==> src/rtl/io_digital_tube_if.sv <==
// Store-side bus into the 7-segment tube window plus the board-facing
// segment/enable pins.
interface io_digital_tube_if;
  logic        io_write;
  logic        digital_ctrl;
  logic [3:0]  addr;
  logic [31:0] write_data;
  logic [7:0]  seg_en;
  logic [7:0]  seg_out;

  modport master (
    output io_write, digital_ctrl, addr, write_data,
    input  seg_en, seg_out
  );

  modport slave (
    input  io_write, digital_ctrl, addr, write_data,
    output seg_en, seg_out
  );
endinterface

==> src/rtl/io_digital_tube.sv <==
// 8-digit multiplexed hex display: captures CPU stores into display, blank
// and decimal-point registers and scans one digit per SCAN_DIV clocks.
module io_digital_tube #(
  parameter int SCAN_DIV = 100000,
  parameter int DIV_W    = 20
) (
  input  logic              clk,
  input  logic              rst_n,
  io_digital_tube_if.slave  bus
);

  typedef enum logic [1:0] {
    REG_DISP  = 2'b00,
    REG_BLANK = 2'b01,
    REG_DP    = 2'b10,
    REG_NONE  = 2'b11
  } reg_sel_e;

  localparam logic [DIV_W-1:0] DIV_LAST = DIV_W'(SCAN_DIV - 1);

  logic [31:0]      disp_data_q,  disp_data_d;
  logic [7:0]       blank_mask_q, blank_mask_d;
  logic [7:0]       dp_mask_q,    dp_mask_d;
  logic [DIV_W-1:0] div_cnt_q,    div_cnt_d;
  logic [2:0]       digit_idx_q,  digit_idx_d;
  logic [7:0]       seg_en_q,     seg_en_d;
  logic [7:0]       seg_out_q,    seg_out_d;

  logic     wr_en;
  reg_sel_e reg_sel;
  logic     unused_addr_lsbs;

  // Word-aligned register window: the byte offset within a word is don't-care.
  assign unused_addr_lsbs = ^bus.addr[1:0];
  assign wr_en            = bus.io_write & bus.digital_ctrl;
  assign reg_sel          = reg_sel_e'(bus.addr[3:2]);

  function automatic logic [6:0] hex7(input logic [3:0] nib);
    case (nib)
      4'h0: hex7 = 7'h3F;
      4'h1: hex7 = 7'h06;
      4'h2: hex7 = 7'h5B;
      4'h3: hex7 = 7'h4F;
      4'h4: hex7 = 7'h66;
      4'h5: hex7 = 7'h6D;
      4'h6: hex7 = 7'h7D;
      4'h7: hex7 = 7'h07;
      4'h8: hex7 = 7'h7F;
      4'h9: hex7 = 7'h6F;
      4'hA: hex7 = 7'h77;
      4'hB: hex7 = 7'h7C;
      4'hC: hex7 = 7'h39;
      4'hD: hex7 = 7'h5E;
      4'hE: hex7 = 7'h79;
      default: hex7 = 7'h71;
    endcase
  endfunction

  always_comb begin
    // NOTE: every always_comb output gets a default first so no path infers a latch.
    disp_data_d  = disp_data_q;
    blank_mask_d = blank_mask_q;
    dp_mask_d    = dp_mask_q;
    if (wr_en) begin
      case (reg_sel)
        REG_DISP:  disp_data_d  = bus.write_data;
        REG_BLANK: blank_mask_d = bus.write_data[7:0];
        REG_DP:    dp_mask_d    = bus.write_data[7:0];
        default:   ;
      endcase
    end
  end

  always_comb begin
    div_cnt_d   = div_cnt_q + 1'b1;
    digit_idx_d = digit_idx_q;
    if (div_cnt_q == DIV_LAST) begin
      div_cnt_d   = '0;
      digit_idx_d = digit_idx_q + 3'd1;
    end
  end

  // Driven from the current registers, so a write or index step lands on the
  // pins exactly one edge later, and a coincident write+step never shows stale data.
  always_comb begin
    seg_en_d  = 8'hFF;
    seg_out_d = 8'hFF;
    if (!blank_mask_q[digit_idx_q]) begin
      seg_en_d  = ~(8'b1 << digit_idx_q);
      seg_out_d = ~{dp_mask_q[digit_idx_q], hex7(disp_data_q[4*digit_idx_q +: 4])};
    end
  end

  always_ff @(posedge clk or negedge rst_n) begin
    if (!rst_n) begin
      disp_data_q  <= '0;
      blank_mask_q <= '0;
      dp_mask_q    <= '0;
      div_cnt_q    <= '0;
      digit_idx_q  <= '0;
      seg_en_q     <= 8'hFF;
      seg_out_q    <= 8'hFF;
    end else begin
      // NOTE: non-blocking so every flop samples the pre-edge values of the others.
      disp_data_q  <= disp_data_d;
      blank_mask_q <= blank_mask_d;
      dp_mask_q    <= dp_mask_d;
      div_cnt_q    <= div_cnt_d;
      digit_idx_q  <= digit_idx_d;
      seg_en_q     <= seg_en_d;
      seg_out_q    <= seg_out_d;
    end
  end

  assign bus.seg_en  = seg_en_q;
  assign bus.seg_out = seg_out_q;

endmodule

==> src/flat_wrapper.sv <==
// flat-port wrapper written by rule: the top's interface ports become plain ports
module io_digital_tube_flat 
#(
  parameter int SCAN_DIV = 100000,
  parameter int DIV_W    = 20
)
  (clk, rst_n, bus_io_write, bus_digital_ctrl, bus_addr, bus_write_data, bus_seg_en, bus_seg_out);
  io_digital_tube_if bus_i ();
  input  logic clk;
  input  logic rst_n;
  input wire logic [$bits(bus_i.io_write)-1:0] bus_io_write;
  input wire logic [$bits(bus_i.digital_ctrl)-1:0] bus_digital_ctrl;
  input wire logic [$bits(bus_i.addr)-1:0] bus_addr;
  input wire logic [$bits(bus_i.write_data)-1:0] bus_write_data;
  output wire logic [$bits(bus_i.seg_en)-1:0] bus_seg_en;
  output wire logic [$bits(bus_i.seg_out)-1:0] bus_seg_out;
  assign bus_i.io_write = bus_io_write;
  assign bus_i.digital_ctrl = bus_digital_ctrl;
  assign bus_i.addr = bus_addr;
  assign bus_i.write_data = bus_write_data;
  assign bus_seg_en = bus_i.seg_en;
  assign bus_seg_out = bus_i.seg_out;
  io_digital_tube #(.SCAN_DIV(SCAN_DIV), .DIV_W(DIV_W)) u_core (.clk(clk), .rst_n(rst_n), .bus(bus_i));
endmodule
==> config.mk <==
export PLATFORM = sky130hd
export DESIGN_NAME = io_digital_tube_flat
export DESIGN_NICKNAME = d
export VERILOG_FILES = /design/src/rtl/io_digital_tube_if.sv /design/src/rtl/io_digital_tube.sv /design/src/flat_wrapper.sv
export SDC_FILE = /design/constraint.sdc
export NUM_CORES = 1
export LEC_CHECK = 0
export ABC_CLOCK_PERIOD_IN_PS = 3800
export BUFFER_PORTS_ARGS = -buffer_cell sky130_fd_sc_hd__buf_2
export CAP_MARGIN = 10
export CORE_MARGIN = 3
export CORE_UTILIZATION = 62
export DETAILED_ROUTE_END_ITERATION = 6
export GPL_ROUTABILITY_DRIVEN = 0
export GPL_TIMING_DRIVEN = 0
export PLACE_DENSITY = 0.86
export SYNTH_ARGS = -nofsm -noshare
export SYNTH_HDL_FRONTEND = slang
export SYNTH_SLANG_ARGS = --single-unit
==> constraint.sdc <==
create_clock -name clk -period 3.8 [get_ports clk]
set_input_delay 0.76 -clock clk [delete_from_list [all_inputs] [get_ports clk]]
set_output_delay 0.76 -clock clk [all_outputs]
set_load 0.005 [all_outputs]
* Word level (Yosys, flattened, before mapping)
Memories as Yosys holds them, arrays and structs flattened. Cells that the tools add are included.
Storage, ports and cells: logic and storage cells 31, register bits after elaboration 87, ROM bits 112, memories kept 1
Memories:
- (name not given) | words 16, width 7, read ports 1, clocked after Yosys merged registers in 0, wr ports 0, line io_digital_tube.sv:39 | case (nib)
Cells by class: muxes and demuxes 8, add/sub/neg operators 2, bitwise operators 3, equality and inequality tests 3, $lt $le $gt $ge 1, shift-type cells 2, reductions and logical operators 4
Operator list (count):
- $shiftx 32x6->4 | 1
- $add 20x1->20 const B | 1
- $eq 20x17->1 const B | 1
- $mux 20 | 1
- $mux 8 | 2
- $not 8->8 | 2
- $shl 1x3->8 const A | 1
- $mux 7 | 1
- $bmux 1 s3 | 2
- $reduce_and 2->1 | 3
- $lt 3x4->1 const B | 1
- $add 3x1->3 const B | 1
- $eq 2x1->1 const B | 1
- $eq 2x2->1 const B | 1
- $logic_not 2->1 | 1
- $mux 1 | 2
- $and 1x1->1 | 1

* Longest topological paths before layout
Gate-level depths: netlist (run 1).
depth after elaboration 5, depth in mapped cells 10, mapped depth without buffers 9

* Worst setup path after synthesis (run 1)
Ideal clock, no wire load.
path kind flip-flop to flip-flop, start reg u_core.digit_idx_q[1], end reg u_core.seg_out_q[3], in the netlist u_core.bus.seg_out[3], arrival time 2.125 ns, setup slack 1.581 ns, period minus slack after synthesis 2.219 ns, path buffers 2, stages on the path, launching flop included 9, path through dfrtp_1 buf_2 buf_6 mux4_2 mux2i_4 inv_1 ha_1 o311ai_1 o211ai_1
Between the ends: longest elaborated chain between the ends 5
RTL lines:
- start, declared | line io_digital_tube.sv:25 | logic [2:0] digit_idx_q, digit_idx_d;
- start signal, assigned | line io_digital_tube.sv:109 | digit_idx_q <= digit_idx_d;
- $shiftx 32x6->4 | line io_digital_tube.sv:90 | seg_out_d = ~{dp_mask_q[digit_idx_q], hex7(disp_data_q[4*digit_idx_q +: 4])};
- $mem_v2 16x7
- $mux 7 | line io_digital_tube.sv:88 | if (!blank_mask_q[digit_idx_q]) begin
- $not 8->8 | line io_digital_tube.sv:90
- $mux 8 * | line io_digital_tube.sv:88
- named net u_core.seg_out_d[3] | line io_digital_tube.sv:27 | logic [7:0] seg_out_q, seg_out_d;
- end signal, assigned | line io_digital_tube.sv:111 | seg_out_q <= seg_out_d;
- end, declared | line io_digital_tube.sv:27
Mark *: on every way through the listed nets, which the timed path passes. The rest lies on a longest branch. The select of a mux whose other input is x is not followed. A chain may end at the register's enable or synchronous reset.

* Worst setup path after layout (run 1)
start reg u_core.digit_idx_q[1], end reg u_core.seg_out_q[0], in the netlist u_core.bus.seg_out[0]
Same word-level chain as after synthesis.

==> results by group, run 1 <==
Status
  • Outcome: finished, final reports clean

Clock network
  • Post-CTS Setup Bufs: 0
  • Clock transition at the registers of the reported paths: 80 ps
  • Inserted Clock Buffers: 9
  • Post-CTS Resized: 0
  • Clock tree buffer depth: 2
  • CTS Sinks: between 80 and 90
  • Clock latency on the worst-skew pair: 350 ps
  • Hold Buf Count CTS: 0
  • TritonCTS clock tree: built
  • CTS root buf: clkbuf_8
  • H-tree depth: 3

Die
  • Initial Utilization: approximately 64%
  • Die area: 7690 um^2
  • Die W: 87.7 um
  • Row cnt: 29
  • Num ports: 56
  • Die Y: 87.7 um
  • Core area: 6420 um^2

Setup path
  • Critical-path maximum fanout: 10
  • CP Class: reg -> reg
  • Crit path arrival time: 2900 ps
  • Worst r2r src: u_core.digit_idx_q[1]
  • Worst path required time: approximately 4100 ps
  • CP endpoint kind: flop
  • Reg2reg setup slack: between 1000 and 1500 ps
  • Worst setup SP type: flop
  • Reg2reg end: u_core.bus.seg_out[0]
  • FF-to-FF path depth: 8

Route
  • Total iterations of the first detailed-routing run: 4
  • Final ANT Viol Nets: 0
  • Drt drc: 0
  • WL final: 7.90 mm
  • Via count: 2,642
  • DRT iter0 DRCs: 145
  • DR WL/cell: 17.2 um
  • Routed vias/inst: 5.77

Cells and area
  • Ant diodes: 0
  • Share of cells above drive strength 1: 40.7%
  • Final Net Count: 430
  • Final core utilization: 73.3%
  • Area grow syn2layout: 13.9%

Yosys
  • Post-synthesis sequential area ratio: 53.1%
  • Post-synthesis adder-cell area fraction: around 3.9%
  • Yosys cell types: 43
  • XOR/XNOR Fraction of Synth Area: 4.02%
  • Synth Area in Compound Gates: 4.36%
  • Synth Instances: 312
  • Mux cell area share after synthesis: 21.8%
  • Yosys warns: 0
  • Main combinational cell family by area after synthesis: multiplexers
  • FF+latch count, synth: 87
  • Synth Cell Area: 4140 um^2
  • Syn_area_per_cell: 13.3 um^2
  • Post-Synth Simple-Gate Area: a little over a tenth
  • Net Count, Synth: 365

Hold path
  • Min-Delay Path Class: in -> async

GRT
  • Initial antenna violation count: 0
  • First-pass GRT wire length: 13.3 mm
  • Number of global-route vias before repair: 2,669
  • Total track usage: 23.1%
  • Pin count of the biggest net entering global routing: 46
  • Total congestion overflow: 0

Power and ir drop
  • Pleak: just over 0.002 uW
  • Sw power: 570 uW
  • Combinational share of power: 19.0%
  • Sw Ratio: between 20% and 30%
  • Clock power share: around 29%
  • Worst VDD drop: 0.000347 V
  • PD cells: 467 nW/um^2
  • Flop pwr share: 52.4%
  • Power Internal: roughly 1600 uW

Timing
  • Slew Viols, Final: 0
  • # setup viols final: 0
  • Fin crit period: between 2000 and 3000 ps
  • Setup_tns: 0 ps
  • Final worst-path cycle share: between 60% and 70%
  • Slew margin rel.: 58.6%
  • Slew @ Worst Pin: 616 ps
  • FMAX: 0.379 GHz
  • Final hold violation count: 0
  • Final setup skew: between 7 and 8 ps
  • RSZ-0062 raised after global routing: no
  • Hold Slack: 390 ps

Placed design
  • HPWL Detailed: ~5.9 mm
  • Port Buffers: 53

Run
  • Number of max-cap violations: 0
power by group through the flow:
| stage | logic, uW | clock network [uW] | registers (uW) |
|---|---|---|---|
| CTS | 422 | 642 | 1150 |
| floorplan | 285 | 0 | 1150 |
| global route | 461 | 679 | 1160 |
| finish | 417 | 629 | 1150 |
| detailed placement | 418 | 0 | 1170 |
| global placement | 397 | 0 | 1160 |
registers in the layout, summed over array words and instances, names as in the netlist:
register,count
u_core.blank_mask_q,8
u_core.bus.seg_out,8
u_core.bus.seg_en,8
u_core.div_cnt_q,20
u_core.digit_idx_q,3
u_core.dp_mask_q,8
u_core.disp_data_q,32
final cells by class:
cell class              count  area (um^2)
repair buffers             54          288
fillers                   430         1710
multi-input cells         207         1840
well taps                  77         96.3
clock buffers              12          145
flip-flops and latches     87         2200
inverters                   9         38.8
plain buffers               9         57.6
clock inverters             3         43.8
cells by family after synthesis:
family,Yosys count
AO/OA/AOI/OAI,21
adder cells (fa/ha/maj),13
AND/OR/NAND/NOR,84
buffers and inverters,18
XOR/XNOR,19
flip-flops,87
multiplexers,70
routing by layer:
metal  GRT usage (%)  vias up  share of wire (%)
met1            31.3     1327                 45
met4            7.67        0                1.4
met2            37.0       65                 49
met3            5.46        9                4.3
met5               0        -                  0
li1                -     1241                  -
critical path: stages, from the launching register on:
cell and delay [ps]:
dfrtp_1 410, buf_2 250, buf_6 220, mux4_2 540, mux2i_4 290, inv_1 120, ha_1 250, nor4_1 330
o31ai_1 140
cells in the mapped netlist (all sizes together):
master	n	area share, %
dfrtp	71	43
a21oi	4	0.57
nor3	6	0.85
ha	13	3.9
o31ai	1	0.18
nor4	3	0.45
a211o	1	0.21
buf	9	1.4
nand4	3	0.45
inv	9	0.94
nand2	30	2.7
o311ai	2	0.42
xor2	7	1.5
and2	2	0.30
dfstp	16	10
nor4b	2	0.42
and4	3	0.64
or4	1	0.27
a22oi	2	0.36
a22o	2	0.85
mux2i	12	3.5
nor2b	1	0.15
o21ai	4	0.76
mux2	49	13
nand3	13	1.7
mux4	9	4.9
and2b	2	0.42
xnor2	12	2.5
o221ai	3	0.64
nor2	18	2.0
o211ai	2	0.36
how the worst max path moves through the flow:
stage / startpoint / end / slack, ps / cells after the start
after floorplan: u_core.digit_idx_q[1] / u_core.bus.seg_out[3] / 1580 / 8
after global placement: u_core.digit_idx_q[1] / u_core.bus.seg_out[3] / 1310 / 8
after detailed placement: u_core.digit_idx_q[1] / u_core.bus.seg_out[3] / 1200 / 8
after CTS: u_core.digit_idx_q[1] / u_core.bus.seg_out[3] / 1160 / 8
after global routing: u_core.digit_idx_q[1] / u_core.bus.seg_out[0] / 1050 / 8
final: u_core.digit_idx_q[1] / u_core.bus.seg_out[0] / 1160 / 8
layout by cell type, fill, tap and decap left out, drive strengths merged, types with 3 or more instances in the layout:
cell type,count
nor4,3
clkbuf,12
nand4,3
dfstp,16
and4,3
ha,13
mux4,9
o21ai,4
nor3,6
dfrtp,71
nor2,18
mux2i,12
o221ai,3
nand3,13
xor2,7
nand2,30
xnor2,12
a21oi,4
mux2,49
buf,63
inv,9
stage by stage:
step	total power, uW	cells	setup slack [ps]	cell area [um^2]
final	2200	458	1160	4710
after global routing	2300	458	1050	4710
after CTS	2210	458	1160	4710
after detailed placement	1590	443	1200	4520
after global placement	1560	442	1310	4500
after floorplan	1440	312	1580	4140
Note: power is estimated with default switching activity, not from simulation.
==> run 2, diff against run 1 <==
Settings changed: ABC_AREA set to 1, ABC_CLOCK_PERIOD_IN_PS 3800 to 2400, CORE_UTILIZATION 62 to 52, PLACE_DENSITY 0.86 to 0.77.
Clock period 3.8 ns to 2.4 ns, I/O delays scaled along.
==> results by group, run 2 <==
Status
  • Outcome: finished, final reports clean

Route
  • WL final: 10.0 mm
  • Routed vias/inst: 5.23
  • Final ANT Viol Nets: 0
  • Via count: between 3,000 and 4,000
  • Total iterations of the first detailed-routing run: 4
  • DRT iter0 DRCs: 209
  • Drt drc: 0
  • DR WL/cell: 14.3 um

Yosys
  • Yosys cell types: 33
  • Synth Area in Compound Gates: 6.83%
  • Synth area leader: dfrtp_1
  • Count leader, synth: nand2_1
  • XOR/XNOR Fraction of Synth Area: roughly 2.6%
  • Post-synth EDFFs: 0
  • Synth Instances: ~530
  • Ys flop type: dfrtp_1
  • Synth cell count leaders: nand2_1 (128), dfrtp_1 (71), inv_1 (70), nor2_1 (53), nand3_1 (42)
  • Mux cell area share after synthesis: 1.77%
  • Syn_area_per_cell: between 8 and 9 um^2
  • Yosys warns: 0
  • Top-area cell type share of the netlist area: ~40%
  • Main combinational cell family by area after synthesis: simple AND/OR/NAND/NOR gates
  • Post-synthesis sequential area ratio: 49.4%
  • Synth Cell Area: 4450 um^2
  • Post-synthesis adder-cell area fraction: 3.66%
  • Largest cells by area after synthesis: dfrtp_1 (40%), nand2_1 (11%), dfstp_2 (9.4%)
  • Net Count, Synth: 581
  • Post-synth ARST share: 100%
  • FF+latch count, synth: 87
  • Post-Synth Simple-Gate Area: 26.7%

Setup path
  • CP bufs+invs: 2
  • Critical-path maximum fanout: 10
  • CP max stage delay: between 400 and 500 ps
  • Worst setup SP type: flop
  • Sequence of cells on the critical path: buf_2, nand3_1, nand2_1, nand2_1, nand2_1, inv_1, ha_1, nand3_1, nor2_1, nor2_1, nand2_1
  • Critical path endpoint: u_core.bus.seg_out[1]
  • Crit. path cell count: 11
  • Worst path required time: around 2700 ps
  • Crit path top cell by count: nand2_1
  • Crit path arrival time: 2380 ps
  • Worst r2r src: u_core.digit_idx_q[1]
  • CP startpoint: u_core.digit_idx_q[1]
  • CP endpoint kind: flop
  • Delay-heaviest family, CP: simple AND/OR/NAND/NOR gates
  • Reg2reg end: u_core.bus.seg_out[1]
  • FF-to-FF path depth: 11
  • Slowest CP cell: dfrtp_1
  • CP Class: reg -> reg
  • Reg2reg setup slack: approximately 310 ps

Run
  • Number of max-cap violations: 0

Cells and area
  • Regs by FF count: u_core.disp_data_q x32, u_core.div_cnt_q x20
  • Final Net Count: roughly 650
  • Biggest register: u_core.disp_data_q
  • Layout fillers: 712
  • Area of the multi-input gates: 1850 um^2
  • Most common cell after layout, fill and taps aside: nand2_1
  • Ant diodes: 0
  • Final core utilization: 62.1%
  • Register area: between 2000 and 2500 um^2
  • Area grow syn2layout: 15.2%
  • Share of cells above drive strength 1: 20.9%
  • Max reg flops: 32
  • Most frequent cells in the layout: nand2_1 (128), dfrtp_1 (71), inv_1 (70)

GRT
  • First-pass GRT wire length: 17.4 mm
  • Number of global-route vias before repair: 3,695
  • Total congestion overflow: 0
  • Initial antenna violation count: 0
  • Pin count of the biggest net entering global routing: 50
  • Total track usage: 22.2%

Timing
  • Final worst-path cycle share: 87.0%
  • Final setup skew: 10.0 ps
  • Slew margin rel.: 62.2%
  • # setup viols final: 0
  • Setup ws final: 312 ps
  • Setup_tns: 0 ps
  • Slew @ Worst Pin: around 570 ps
  • RSZ-0062 raised after global routing: no
  • FMAX: 0.479 GHz
  • Final hold violation count: 0
  • Slew Viols, Final: 0
  • Fin crit period: 2090 ps

Clock network
  • Hold Buf Count CTS: 0
  • Inserted Clock Buffers: 9
  • Post-CTS Setup Bufs: 0
  • CTS root buf: clkbuf_8
  • Post-CTS Resized: 0
  • CTS Sinks: 87
  • Clock transition at the registers of the reported paths: 90 ps
  • H-tree depth: 3
  • Clock latency on the worst-skew pair: 360 ps
  • Clock tree buffer depth: 2
  • TritonCTS clock tree: built

Power and ir drop
  • PD cells: 708 nW/um^2
  • Worst VDD drop: 0.000317 V
  • Pleak: 0.00256 uW

Placed design
  • Port Buffers: 53
  • HPWL Detailed: 7.16 mm
  • Pre-CTS setup slack: 387 ps

Die
  • Die area: 9700 um^2
  • Die W: 98.5 um
  • Initial Utilization: 53.9%
  • Core area: 8260 um^2
  • Row cnt: 33
  • Die Y: 98.5 um
  • Num ports: 56

Hold path
  • Min-Delay Path Class: in -> async
## run 2: cells by family (layout without fill, tap and decap cells)
family,after synthesis,in the layout
buf+inv,93,163
mux,7,7
fa+ha+maj,13,13
xor+xnor,13,13
compound gates,55,55
flops,87,87
simple gates,260,260
## run 2: layer usage
metal | vias to the layer above | part of all wire, % | global-route usage [%]
met4 | 0 | 1.8 | 9.24
met2 | 117 | 48 | 36.0
met3 | 17 | 5.0 | 3.61
li1 | 1793 | - | -
met5 | - | 0 | 0
met1 | 1753 | 45 | 29.8
## run 2: metrics by stage
| stage | std cells | total power [uW] | hold WS (ps) | instance area, um^2 |
|---|---|---|---|---|
| 2_1_floorplan | 528 | 2170 | 184 | 4450 |
| 4_1_cts | 703 | 3650 | 88.6 | 5120 |
| 5_1_grt | 703 | 3820 | 99.0 | 5120 |
| 3_3_place_gp | 686 | 2350 | 464 | 4850 |
| 6_report | 703 | 3630 | 69.2 | 5120 |
| 3_5_place_dp | 687 | 2390 | 474 | 4880 |
## run 2: final cells by class
cell class | instances | share of cell area, %
multi-input combinational | 348 | 36.1
sequential | 87 | 42.9
timing repair buffer | 54 | 5.76
clock buffer | 13 | 3.10
tap | 105 | 2.56
clock inverter | 3 | 1.76
inverter | 77 | 5.83
buffer | 16 | 2.05
## run 2: report_power, final
| part | leakage, uW | internal, uW | switching [uW] |
|---|---|---|---|
| logic | 0.00140 | 239 | 350 |
| clock network | 0.000124 | 750 | 508 |
| registers | 0.00104 | 1700 | 84.8 |
## run 2: worst min-delay path by stage
stage / startpoint / cells after the start / slack [ps] / endpoint
2_1_floorplan: rst_n / 0 / 180 / u_core.blank_mask_q[0]
3_3_place_gp: u_core.dp_mask_q[6] / 2 / 460 / u_core.dp_mask_q[6]
3_5_place_dp: u_core.disp_data_q[7] / 2 / 470 / u_core.disp_data_q[7]
4_1_cts: rst_n / 1 / 90 / u_core.disp_data_q[27]
5_1_grt: rst_n / 1 / 100 / u_core.disp_data_q[27]
6_report: rst_n / 1 / 70 / u_core.disp_data_q[27]
==> run 3, diff against run 2 <==
Settings changed: ABC_AREA 1 to unset.
==> results by group, run 3 (same netlist as run 1, synthesis figures left out) <==
Timing
  • Final setup skew: approximately 8.4 ps
  • Setup_tns: 0 ps
  • RSZ-0062 raised after global routing: no
  • Final worst-path cycle share: approximately 97%
  • Setup ws final: 81.6 ps
  • Slew @ Worst Pin: 547 ps
  • Slew Viols, Final: 0
  • FMAX: ~0.43 GHz
  • Slew margin rel.: 63.3%
  • Fin crit period: about 2300 ps
  • # setup viols final: 0
  • Final hold violation count: 0

Clock network
  • Clock transition at the registers of the reported paths: 80 ps
  • TritonCTS clock tree: built
  • Clock tree buffer depth: 2
  • H-tree depth: 3
  • CTS root buf: clkbuf_8
  • Hold Buf Count CTS: 0
  • Inserted Clock Buffers: 9
  • Clock latency on the worst-skew pair: 360 ps
  • CTS Sinks: just under 90

Power and ir drop
  • Clock power share: about a third
  • Worst VDD drop: 0.000476 V
  • Sw Ratio: 25.3%
  • PD cells: 757 nW/um^2
  • Power Internal: roughly 2700 uW
  • Combinational share of power: between 10% and 20%
  • Pleak: around 0.0021 uW
  • Flop pwr share: 49.8%
  • Sw power: a little over 900 uW

GRT
  • Total congestion overflow: 0
  • Number of global-route vias before repair: 2,647
  • First-pass GRT wire length: 13.3 mm
  • Total track usage: around 19%
  • Pin count of the biggest net entering global routing: between 40 and 50
  • Initial antenna violation count: 0

Route
  • DR WL/cell: 16.1 um
  • Via count: 2,661
  • Routed vias/inst: 5.50
  • Final ANT Viol Nets: 0
  • Total iterations of the first detailed-routing run: 4
  • DRT iter0 DRCs: 122
  • Drt drc: 0
  • WL final: 7.81 mm

Hold path
  • Min-Delay Path Class: in -> async

Cells and area
  • Post-route insts no fill: 484
  • Max reg flops: 32
  • Register area: 2200 um^2
  • Ant diodes: 0
  • Most frequent cells in the layout: dfrtp_1 (71), buf_2 (57), mux2_2 (39)
  • Share of cells above drive strength 1: a little over two fifths
  • Area of the multi-input gates: 1850 um^2
  • Regs by FF count: u_core.disp_data_q x32, u_core.div_cnt_q x20
  • Area grow syn2layout: 16.8%
  • Final Net Count: 433
  • Most common cell after layout, fill and taps aside: dfrtp_1
  • Layout fillers: 569
  • Final core utilization: 64.6%
  • Biggest register: u_core.disp_data_q

Die
  • Num ports: 56
  • Core area: 7490 um^2
  • Die Y: 95.2 um
  • Row cnt: 31
  • Initial Utilization: 55.3%
  • Die area: just over 9000 um^2
  • Die W: 95.2 um

Placed design
  • Port Buffers: 53
  • HPWL Detailed: approximately 5.7 mm
  • Pre-CTS setup slack: -132 ps
  • Placed instance count: 465

Setup path
  • Crit path arrival time: 2590 ps
  • CP Class: reg -> reg
  • Critical-path maximum fanout: 10
  • Worst path required time: 2670 ps
  • Worst setup SP type: flop
  • CP endpoint kind: flop

Status
  • Outcome: finished, final reports clean

Run
  • Number of max-cap violations: 0
[run 3: cell types whose count changed in the layout (fill, tap and decap cells not counted), moves of 8 or more]
cell / delta
nand4_1: -9
nor2_1: -36
o21ai_0: -29
xnor2_1: +11
a21oi_1: -16
nand3_1: -30
mux2i_1: +10
nand2_1: -98
mux2_1: +9
mux2_2: +32
inv_1: -63
mux4_2: +9
clkbuf_1: -8
[run 3: power groups by stage]
| stage | registers, uW | logic (uW) | clock network (uW) |
|---|---|---|---|
| after floorplan | 1830 | 451 | 0 |
| after global placement | 1840 | 628 | 0 |
| after detailed placement | 1850 | 659 | 0 |
| after CTS | 1820 | 673 | 1180 |
| after global routing | 1850 | 741 | 1250 |
| final | 1820 | 671 | 1160 |
[run 3: final timing paths]
kind / from / end / slack (ps) / depth (start not counted)
max in group asynchronous: rst_n / u_core.bus.seg_en[1] / 1640 / 2
hold reg to reg: u_core.div_cnt_q[19] / u_core.div_cnt_q[19] / 480 / 1
setup / recovery: u_core.digit_idx_q[1] / u_core.bus.seg_out[3] / 80 / 9
min in group clk: bus_write_data[19] / u_core.disp_data_q[19] / 330 / 2
setup reg to reg: u_core.digit_idx_q[1] / u_core.bus.seg_out[3] / 80 / 9
hold / removal: rst_n / u_core.disp_data_q[25] / 100 / 1
[run 3: cell type report]
cell class              count  area share (%)
repair buffers             57            6.58
clock inverters             4            1.60
flip-flops and latches     87            45.5
plain buffers               9            1.45
well taps                  99            2.56
inverters                   9           0.802
multi-input cells         207            38.3
clock buffers              12            3.21
[run 3: layer usage]
layer	vias to the layer above	global-route usage (%)	share of wire (%)
met5	-	0	0
met1	1337	27.1	47
met2	65	29.7	47
met4	0	8.17	1.7
met3	13	3.71	4.9
li1	1246	-	-
[run 3: worst max-delay path, cell delays in order (launching register included)]
cell	delay, ps
dfrtp_1	400
buf_6	160
buf_8	170
mux4_2	540
mux2i_4	200
buf_4	170
ha_1	230
o21ai_0	110
o311ai_1	140
o211ai_1	120
[run 3: what timing repair did]
action,CTS,global route
buffers inserted,2,1
hold endpoints to repair,0,0
gates resized for setup,1,6
setup endpoints to repair,3,3
cloned,0,0
[run 3: through the flow]
| step | hold WS, ps | total power, uW | area, um^2 |
|---|---|---|---|
| 2_1_floorplan | 184 | 2280 | 4140 |
| 3_3_place_gp | 464 | 2470 | 4530 |
| 3_5_place_dp | 467 | 2510 | 4560 |
| 4_1_cts | 111 | 3680 | 4810 |
| 5_1_grt | 131 | 3840 | 4830 |
| 6_report | 103 | 3660 | 4830 |
